[config.mk]
export PLATFORM = sky130hd
export DESIGN_NAME = hadamard_stream_flat
export DESIGN_NICKNAME = d
export VERILOG_FILES = /design/src/rtl/hadamard_stream_if.sv /design/src/rtl/hadamard_stream.sv /design/src/flat_wrapper.sv
export SDC_FILE = /design/constraint.sdc
export NUM_CORES = 1
export LEC_CHECK = 0
export CORE_MARGIN = 1
export CORE_UTILIZATION = 55
export DETAILED_ROUTE_END_ITERATION = 8
export DONT_BUFFER_PORTS = 1
export PLACE_DENSITY = 0.7
export SLEW_MARGIN = 20
export SYNTH_ARGS = -nofsm -noshare
export SYNTH_HDL_FRONTEND = slang
export SYNTH_SLANG_ARGS = --single-unit
[constraint.sdc]
create_clock -name clk -period 2.75 [get_ports clk]
set_input_delay 0.55 -clock clk [delete_from_list [all_inputs] [get_ports clk]]
set_output_delay 0.55 -clock clk [all_outputs]
set_load 0.01 [all_outputs]
[src/rtl/hadamard_stream_if.sv]
// Stream bundle for hadamard_stream: input vector handshake, output vector handshake and status.
// slave is the transform side, master is the producer/consumer side.
interface hadamard_stream_if #(
    parameter int unsigned N    = 8,
    parameter int unsigned IN_W = 8
);
    localparam int unsigned LOG2N = $clog2(N);
    localparam int unsigned OUT_W = IN_W + LOG2N;

    logic               in_valid;
    logic               in_ready;
    logic               inv;
    logic [N*IN_W-1:0]  x_flat;
    logic               out_valid;
    logic               out_ready;
    logic [N*OUT_W-1:0] y_flat;
    logic               out_inv;
    logic               busy;

    modport master (
        output in_valid, inv, x_flat, out_ready,
        input  in_ready, out_valid, y_flat, out_inv, busy
    );

    modport slave (
        input  in_valid, inv, x_flat, out_ready,
        output in_ready, out_valid, y_flat, out_inv, busy
    );
endinterface

[src/rtl/hadamard_stream.sv]
// Fully pipelined N-point Walsh-Hadamard transform, one vector per cycle, LOG2N registered stages.
// Optional macro HADAMARD_STREAM_ROUND_EN: inverse path rounds half-up instead of flooring.
module hadamard_stream #(
    parameter int unsigned N    = 8,
    parameter int unsigned IN_W = 8
) (
    input logic              clk,
    input logic              rst_n,
    hadamard_stream_if.slave bus
);
    localparam int unsigned LOG2N = $clog2(N);
    localparam int unsigned OUT_W = IN_W + LOG2N;

    logic             advance;
    logic             in_xfer;
    logic [LOG2N-1:0] vld_vec;

    // The whole pipeline moves as one shift register; bubbles are kept, never compressed.
    assign advance      = bus.out_ready || !bus.out_valid;
    assign in_xfer      = bus.in_valid && advance;
    assign bus.in_ready = advance;
    assign bus.busy     = |vld_vec;

    for (genvar s = 1; s <= LOG2N; s++) begin : g_stage
        localparam int unsigned IW = IN_W + s - 1;
        localparam int unsigned OW = IN_W + s;
        localparam int unsigned D  = N >> s;

        logic [N*IW-1:0] din;
        logic            vin;
        logic            iin;
        logic [N*OW-1:0] sum;
        logic [N*OW-1:0] res;
        logic [N*OW-1:0] q;
        logic            vld;
        logic            inv_q;

        if (s == 1) begin : g_src
            assign din = bus.x_flat;
            assign vin = in_xfer;
            assign iin = bus.inv;
        end else begin : g_src
            assign din = g_stage[s-1].q;
            assign vin = g_stage[s-1].vld;
            assign iin = g_stage[s-1].inv_q;
        end

        always_comb begin
            logic signed [OW-1:0] a;
            logic signed [OW-1:0] b;
            sum = '0;
            a   = '0;
            b   = '0;
            for (int unsigned k = 0; k < N; k++) begin
                if ((k & D) == 0) begin
                    a = OW'($signed(din[k*IW +: IW]));
                    b = OW'($signed(din[(k+D)*IW +: IW]));
                    sum[k*OW +: OW]     = a + b;
                    sum[(k+D)*OW +: OW] = a - b;
                end
            end
        end

        if (s == LOG2N) begin : g_out
            // Inverse scaling folds into the last register so it costs no extra cycle.
            always_comb begin
`ifdef HADAMARD_STREAM_ROUND_EN
                logic signed [OW:0] r;
                r = '0;
`endif
                res = sum;
                if (iin) begin
                    for (int unsigned k = 0; k < N; k++) begin
`ifdef HADAMARD_STREAM_ROUND_EN
                        r = $signed({sum[k*OW+OW-1], sum[k*OW +: OW]})
                            + $signed((OW+1)'(1) << (LOG2N-1));
                        res[k*OW +: OW] = OW'(r >>> LOG2N);
`else
                        res[k*OW +: OW] = $signed(sum[k*OW +: OW]) >>> LOG2N;
`endif
                    end
                end
            end
        end else begin : g_out
            assign res = sum;
        end

        // Data only loads with a valid vector, so y_flat stays 0 until the first real output.
        always_ff @(posedge clk or negedge rst_n) begin
            if (!rst_n) begin
                vld   <= 1'b0;
                inv_q <= 1'b0;
                q     <= '0;
            end else if (advance) begin
                vld   <= vin;
                inv_q <= vin && iin;
                if (vin) begin
                    q <= res;
                end
            end
        end

        assign vld_vec[s-1] = vld;
    end

    assign bus.out_valid = g_stage[LOG2N].vld;
    assign bus.y_flat    = g_stage[LOG2N].q;
    assign bus.out_inv   = g_stage[LOG2N].inv_q;
endmodule

[src/flat_wrapper.sv]
// flat-port wrapper written by rule: the top's interface ports become plain ports
module hadamard_stream_flat 
#(
    parameter int unsigned N    = 8,
    parameter int unsigned IN_W = 8
)
  (clk, rst_n, bus_in_valid, bus_inv, bus_x_flat, bus_out_ready, bus_in_ready, bus_out_valid, bus_y_flat, bus_out_inv, bus_busy);
  hadamard_stream_if #(.N(N), .IN_W(IN_W)) bus_i ();
  input logic clk;
  input logic rst_n;
  input wire logic [$bits(bus_i.in_valid)-1:0] bus_in_valid;
  input wire logic [$bits(bus_i.inv)-1:0] bus_inv;
  input wire logic [$bits(bus_i.x_flat)-1:0] bus_x_flat;
  input wire logic [$bits(bus_i.out_ready)-1:0] bus_out_ready;
  output wire logic [$bits(bus_i.in_ready)-1:0] bus_in_ready;
  output wire logic [$bits(bus_i.out_valid)-1:0] bus_out_valid;
  output wire logic [$bits(bus_i.y_flat)-1:0] bus_y_flat;
  output wire logic [$bits(bus_i.out_inv)-1:0] bus_out_inv;
  output wire logic [$bits(bus_i.busy)-1:0] bus_busy;
  assign bus_i.in_valid = bus_in_valid;
  assign bus_i.inv = bus_inv;
  assign bus_i.x_flat = bus_x_flat;
  assign bus_i.out_ready = bus_out_ready;
  assign bus_in_ready = bus_i.in_ready;
  assign bus_out_valid = bus_i.out_valid;
  assign bus_y_flat = bus_i.y_flat;
  assign bus_out_inv = bus_i.out_inv;
  assign bus_busy = bus_i.busy;
  hadamard_stream #(.N(N), .IN_W(IN_W)) u_core (.clk(clk), .rst_n(rst_n), .bus(bus_i));
endmodule
Yosys cells after proc, flatten, opt, wreduce, memory -nomap -nowiden --
Index checks and enable logic that the tools add are counted.
Operators by class: reduce and logical (&&, ||, !) cells 10, add/sub/neg operators 24, muxes and demuxes 1
Operators by type and width (number):
- 87-bit 2-to-1 mux | 1
- 10-bit by 10-bit adder with 11-bit output | 4
- 10-bit by 10-bit subtractor with 11-bit output | 4
- 9-bit by 9-bit adder with 10-bit output | 4
- 9-bit by 9-bit subtractor with 10-bit output | 4
- 8-bit by 8-bit adder with 9-bit output | 4
- 8-bit by 8-bit subtractor with 9-bit output | 4
- 2-bit AND reduction | 3
- 1-bit logical AND | 4
- 3-bit OR reduction | 1
- 1-bit zero test | 1
- 1-bit logical OR | 1
Word-level totals: bits in registers 246, input port bits 69, output and inout port bits 92, logic and storage cells 44

Depth between registers and ports, before layout --
depth in word-level cells 4, depth in mapped cells 11, gate-level depth less buffers 11

Least setup slack after synthesis --
OpenSTA, ideal clock, no wires.
path type register -> register, start reg, netlist name u_core.g_stage[2].q[60], end reg u_core.g_stage[3].q[18], in the netlist u_core.bus.y_flat[18], arrival time 2.265 ns, setup time 0.121 ns, required time 2.629 ns, stages on the path, launching flop included 11, path slack 0.364 ns, period minus slack after synthesis 2.386 ns, path buffers 0, path through dfrtp_1 > inv_1 > ha_1 > fa_1 > and2b_1 > o2111ai_1 > a31oi_1 > o21ai_0 > a31o_2 > a21o_1 > o22a_1
RTL lines:
- to (signal assigned) | RTL line hadamard_stream.sv:98 | q <= res;
- to (decl) | RTL line hadamard_stream.sv:34 | logic [N*OW-1:0] q;

==> run metrics <==
routed vias=13,900; CTS sink cnt=236; die height=182 um; Comb pwr share=0.604; Avg Cell Area, Syn=8.64 um^2; initial drt markers=792; vias per cell=approximately 5.7; die area=0.0329 mm^2; syn_nets=2,350; synth warn=0; cell area after synthesis=between 0.015 and 0.02 mm^2; layout cells sized above 1=0.0591; Worst-path clk slew=roughly 0.06 ns; clock group share of total power=0.135; utilization after layout=0.601; largest net degree at the start of global routing=237; Clock Path Buffers=3; pins over their slew limit=0; switching power=approximately 0.013 W; starting density of the core=0.560; Syn Inst Count=between 2,000 and 2,500; crit end category=flop; CP cell instances=inv_1 > ha_2 > fa_1 > nor2b_1 > o2111ai_1 > a31oi_1 > o21ai_0 > a31oi_2 > o21ai_0 > o22a_1; worst IR drop on VDD=about 660 uV; Max Cap Viol=0; All-Layer GR Usage=0.269; CTS root buffer=clkbuf_16; total leakage power=9.06 nW; port bufs=0; Area contributors post-synth=dfrtp_1 (33%), ha_1 (15%), o21ai_0 (5.2%), xnor2_1 (5.1%), nand2_1 (4.6%); total CTS buffers=27; Setup CP Type=flop to flop; most frequent cells in the layout=dfrtp_1 (235), nand2_1 (216), ha_1 (205), inv_1 (191), o21ai_0 (183); area of the multi-input gates=between 0.01 and 0.015 mm^2; CP peak stage delay=0.42 ns; number of synthesized register bits=236; unrepaired setup endpoints after global routing=false; initial antenna violation count=0; Reg power frac=0.261; failing checks=hold timing; Top delay family on crit path=compound AO/OA/AOI/OAI gates; CP bufs+invs=1; Placer Congestion=0.898; Top FF cell, synth=dfrtp_1; hold crit path type=primary input to asynchronous set/reset pin; Slew @ Worst Pin=0.589 ns; fin crit share=0.927; Critical Path AT=about 3.0 ns; worst skew pair latency=around 0.54 ns; final setup vio count=0; global-route wire length before repair=71.7 mm; total gr overflow=0; Final Hold Slack=-0.296 ns; total core area=0.0316 mm^2; Power per Cell Area=~1400 mW/mm^2; dominant cell type by area after synthesis=dfrtp_1; die span in x=182 um; Remaining DRCs=0; area delta synth->final=7.38%; Core Rows=65; TNS Setup=0 ns; Post-synth EDFFs=0; CP max FO=8; Critical Path RT=3.18 ns; routed len/inst=18.2 um; fin nets=2,312; Tmin final=2.55 ns; ys async rst share=1.00; Fin. Hold Viols=about 240; sequential area share after synthesis=0.333; CP most frequent cell=o21ai_0; WL final=44.2 mm; post-synth cell types=73; vias in the first global route=13,100; most common cell after layout, fill and taps aside=dfrtp_1; slew margin rel.=0.607; Clock Skew=just under 0.02 ns; Startpoint Class=flop; number of diodes=0; Int Power=roughly 0.013 W; Yosys top cell area share=0.333; post-DP HPWL=34.9 mm; DR pass1 iterations=5; filler instances=2,832; FF/Latch Area=0.00591 mm^2; IO Pins=roughly 160; Routed Antenna Nets=0; status=finished, violations left; sw frac=0.482; fmax=392 MHz; CP max stage cell=fa_1; CTS tree=done; H-Tree Level Count=1
## final timing paths
check,from,to,slack [ns],cells past startpoint
max,u_core.g_stage[2].q[60],u_core.bus.y_flat[40],0.20,10
min,rst_n,u_core.bus.y_flat[18],-0.30,0
max reg2reg,u_core.g_stage[2].q[60],u_core.bus.y_flat[40],0.20,10
min reg2reg,u_core.g_stage[1].inv_q,u_core.g_stage[1].inv_q,0.48,2
max in group asynchronous,rst_n,u_core.g_stage[1].q[22],2.71,0
min in group clk,bus_in_valid,u_core.g_stage[1].inv_q,0.14,2
## layer usage
metal,part of all wire,GRT usage
met2,0.44,0.424
met4,0.014,0.0431
met5,0,0
met3,0.065,0.0467
met1,0.48,0.393
## registers in the layout, summed over array words and instances (netlist names)
name and flops:
u_core.g_stage.vld 2, u_core.bus.out_inv 1, u_core.bus.y_flat 88, u_core.g_stage.q 142
u_core.bus.out_valid 1, u_core.g_stage.inv_q 2
## metrics by stage
step	instances	hold slack (ns)	worst slack [ns]	instance area [um^2]	total power, W
after floorplan	2050	0.254	0.364	17700	0.0180
after global placement	2385	0.259	0.108	18100	0.0220
after detailed placement	2385	0.259	0.0269	18100	0.0222
after CTS	2434	-0.312	0.0269	19000	0.0258
after global routing	2434	-0.307	0.0185	19000	0.0281
final	2434	-0.296	0.200	19000	0.0259
## cells in the mapped netlist, types with 29 or more instances
| cell | n |
|---|---|
| a21o_1 | 33 |
| a21oi_1 | 140 |
| buf_2 | 39 |
| clkbuf_1 | 50 |
| dfrtp_1 | 236 |
| ha_1 | 207 |
| inv_1 | 192 |
| nand2_1 | 219 |
| nand2b_1 | 31 |
| nor2_1 | 144 |
| nor2b_1 | 31 |
| nor3_1 | 40 |
| o21ai_0 | 183 |
| o21bai_1 | 29 |
| xnor2_1 | 104 |
| xor2_1 | 33 |
## final cells by class
class	instances	area share
Inverter	193	0.0381
Tap cell	402	0.0264
Clock buffer	34	0.0390
Timing Repair Buffer	31	0.0162
Sequential cell	236	0.310
Multi-Input combinational cell	1523	0.564
Clock inverter	15	0.00638
## power groups by stage
stage	Combinational (W)	Sequential (W)	Clock [W]
floorplan	0.0117	0.00623	0
global placement	0.0152	0.00677	0
detailed placement	0.0154	0.00684	0
CTS	0.0155	0.00679	0.00358
global route	0.0174	0.00698	0.00372
finish	0.0157	0.00676	0.00351
## cell families after synthesis
| logic type | Yosys count | share of synthesized area |
|---|---|---|
| flops | 236 | 0.333 |
| fa+ha+maj | 231 | 0.173 |
| xor+xnor | 137 | 0.0677 |
| compound gates | 571 | 0.203 |
| simple gates | 561 | 0.145 |
| mux | 23 | 0.0134 |
| buf+inv | 291 | 0.0647 |
## repair_timing
item                       in CTS  in global routing
resized for setup               0                  9
setup endpoints to repair       0                 17
hold endpoints to repair      236                236
setup buffers                   0                  0
Power figures use the tool's default switching activity.
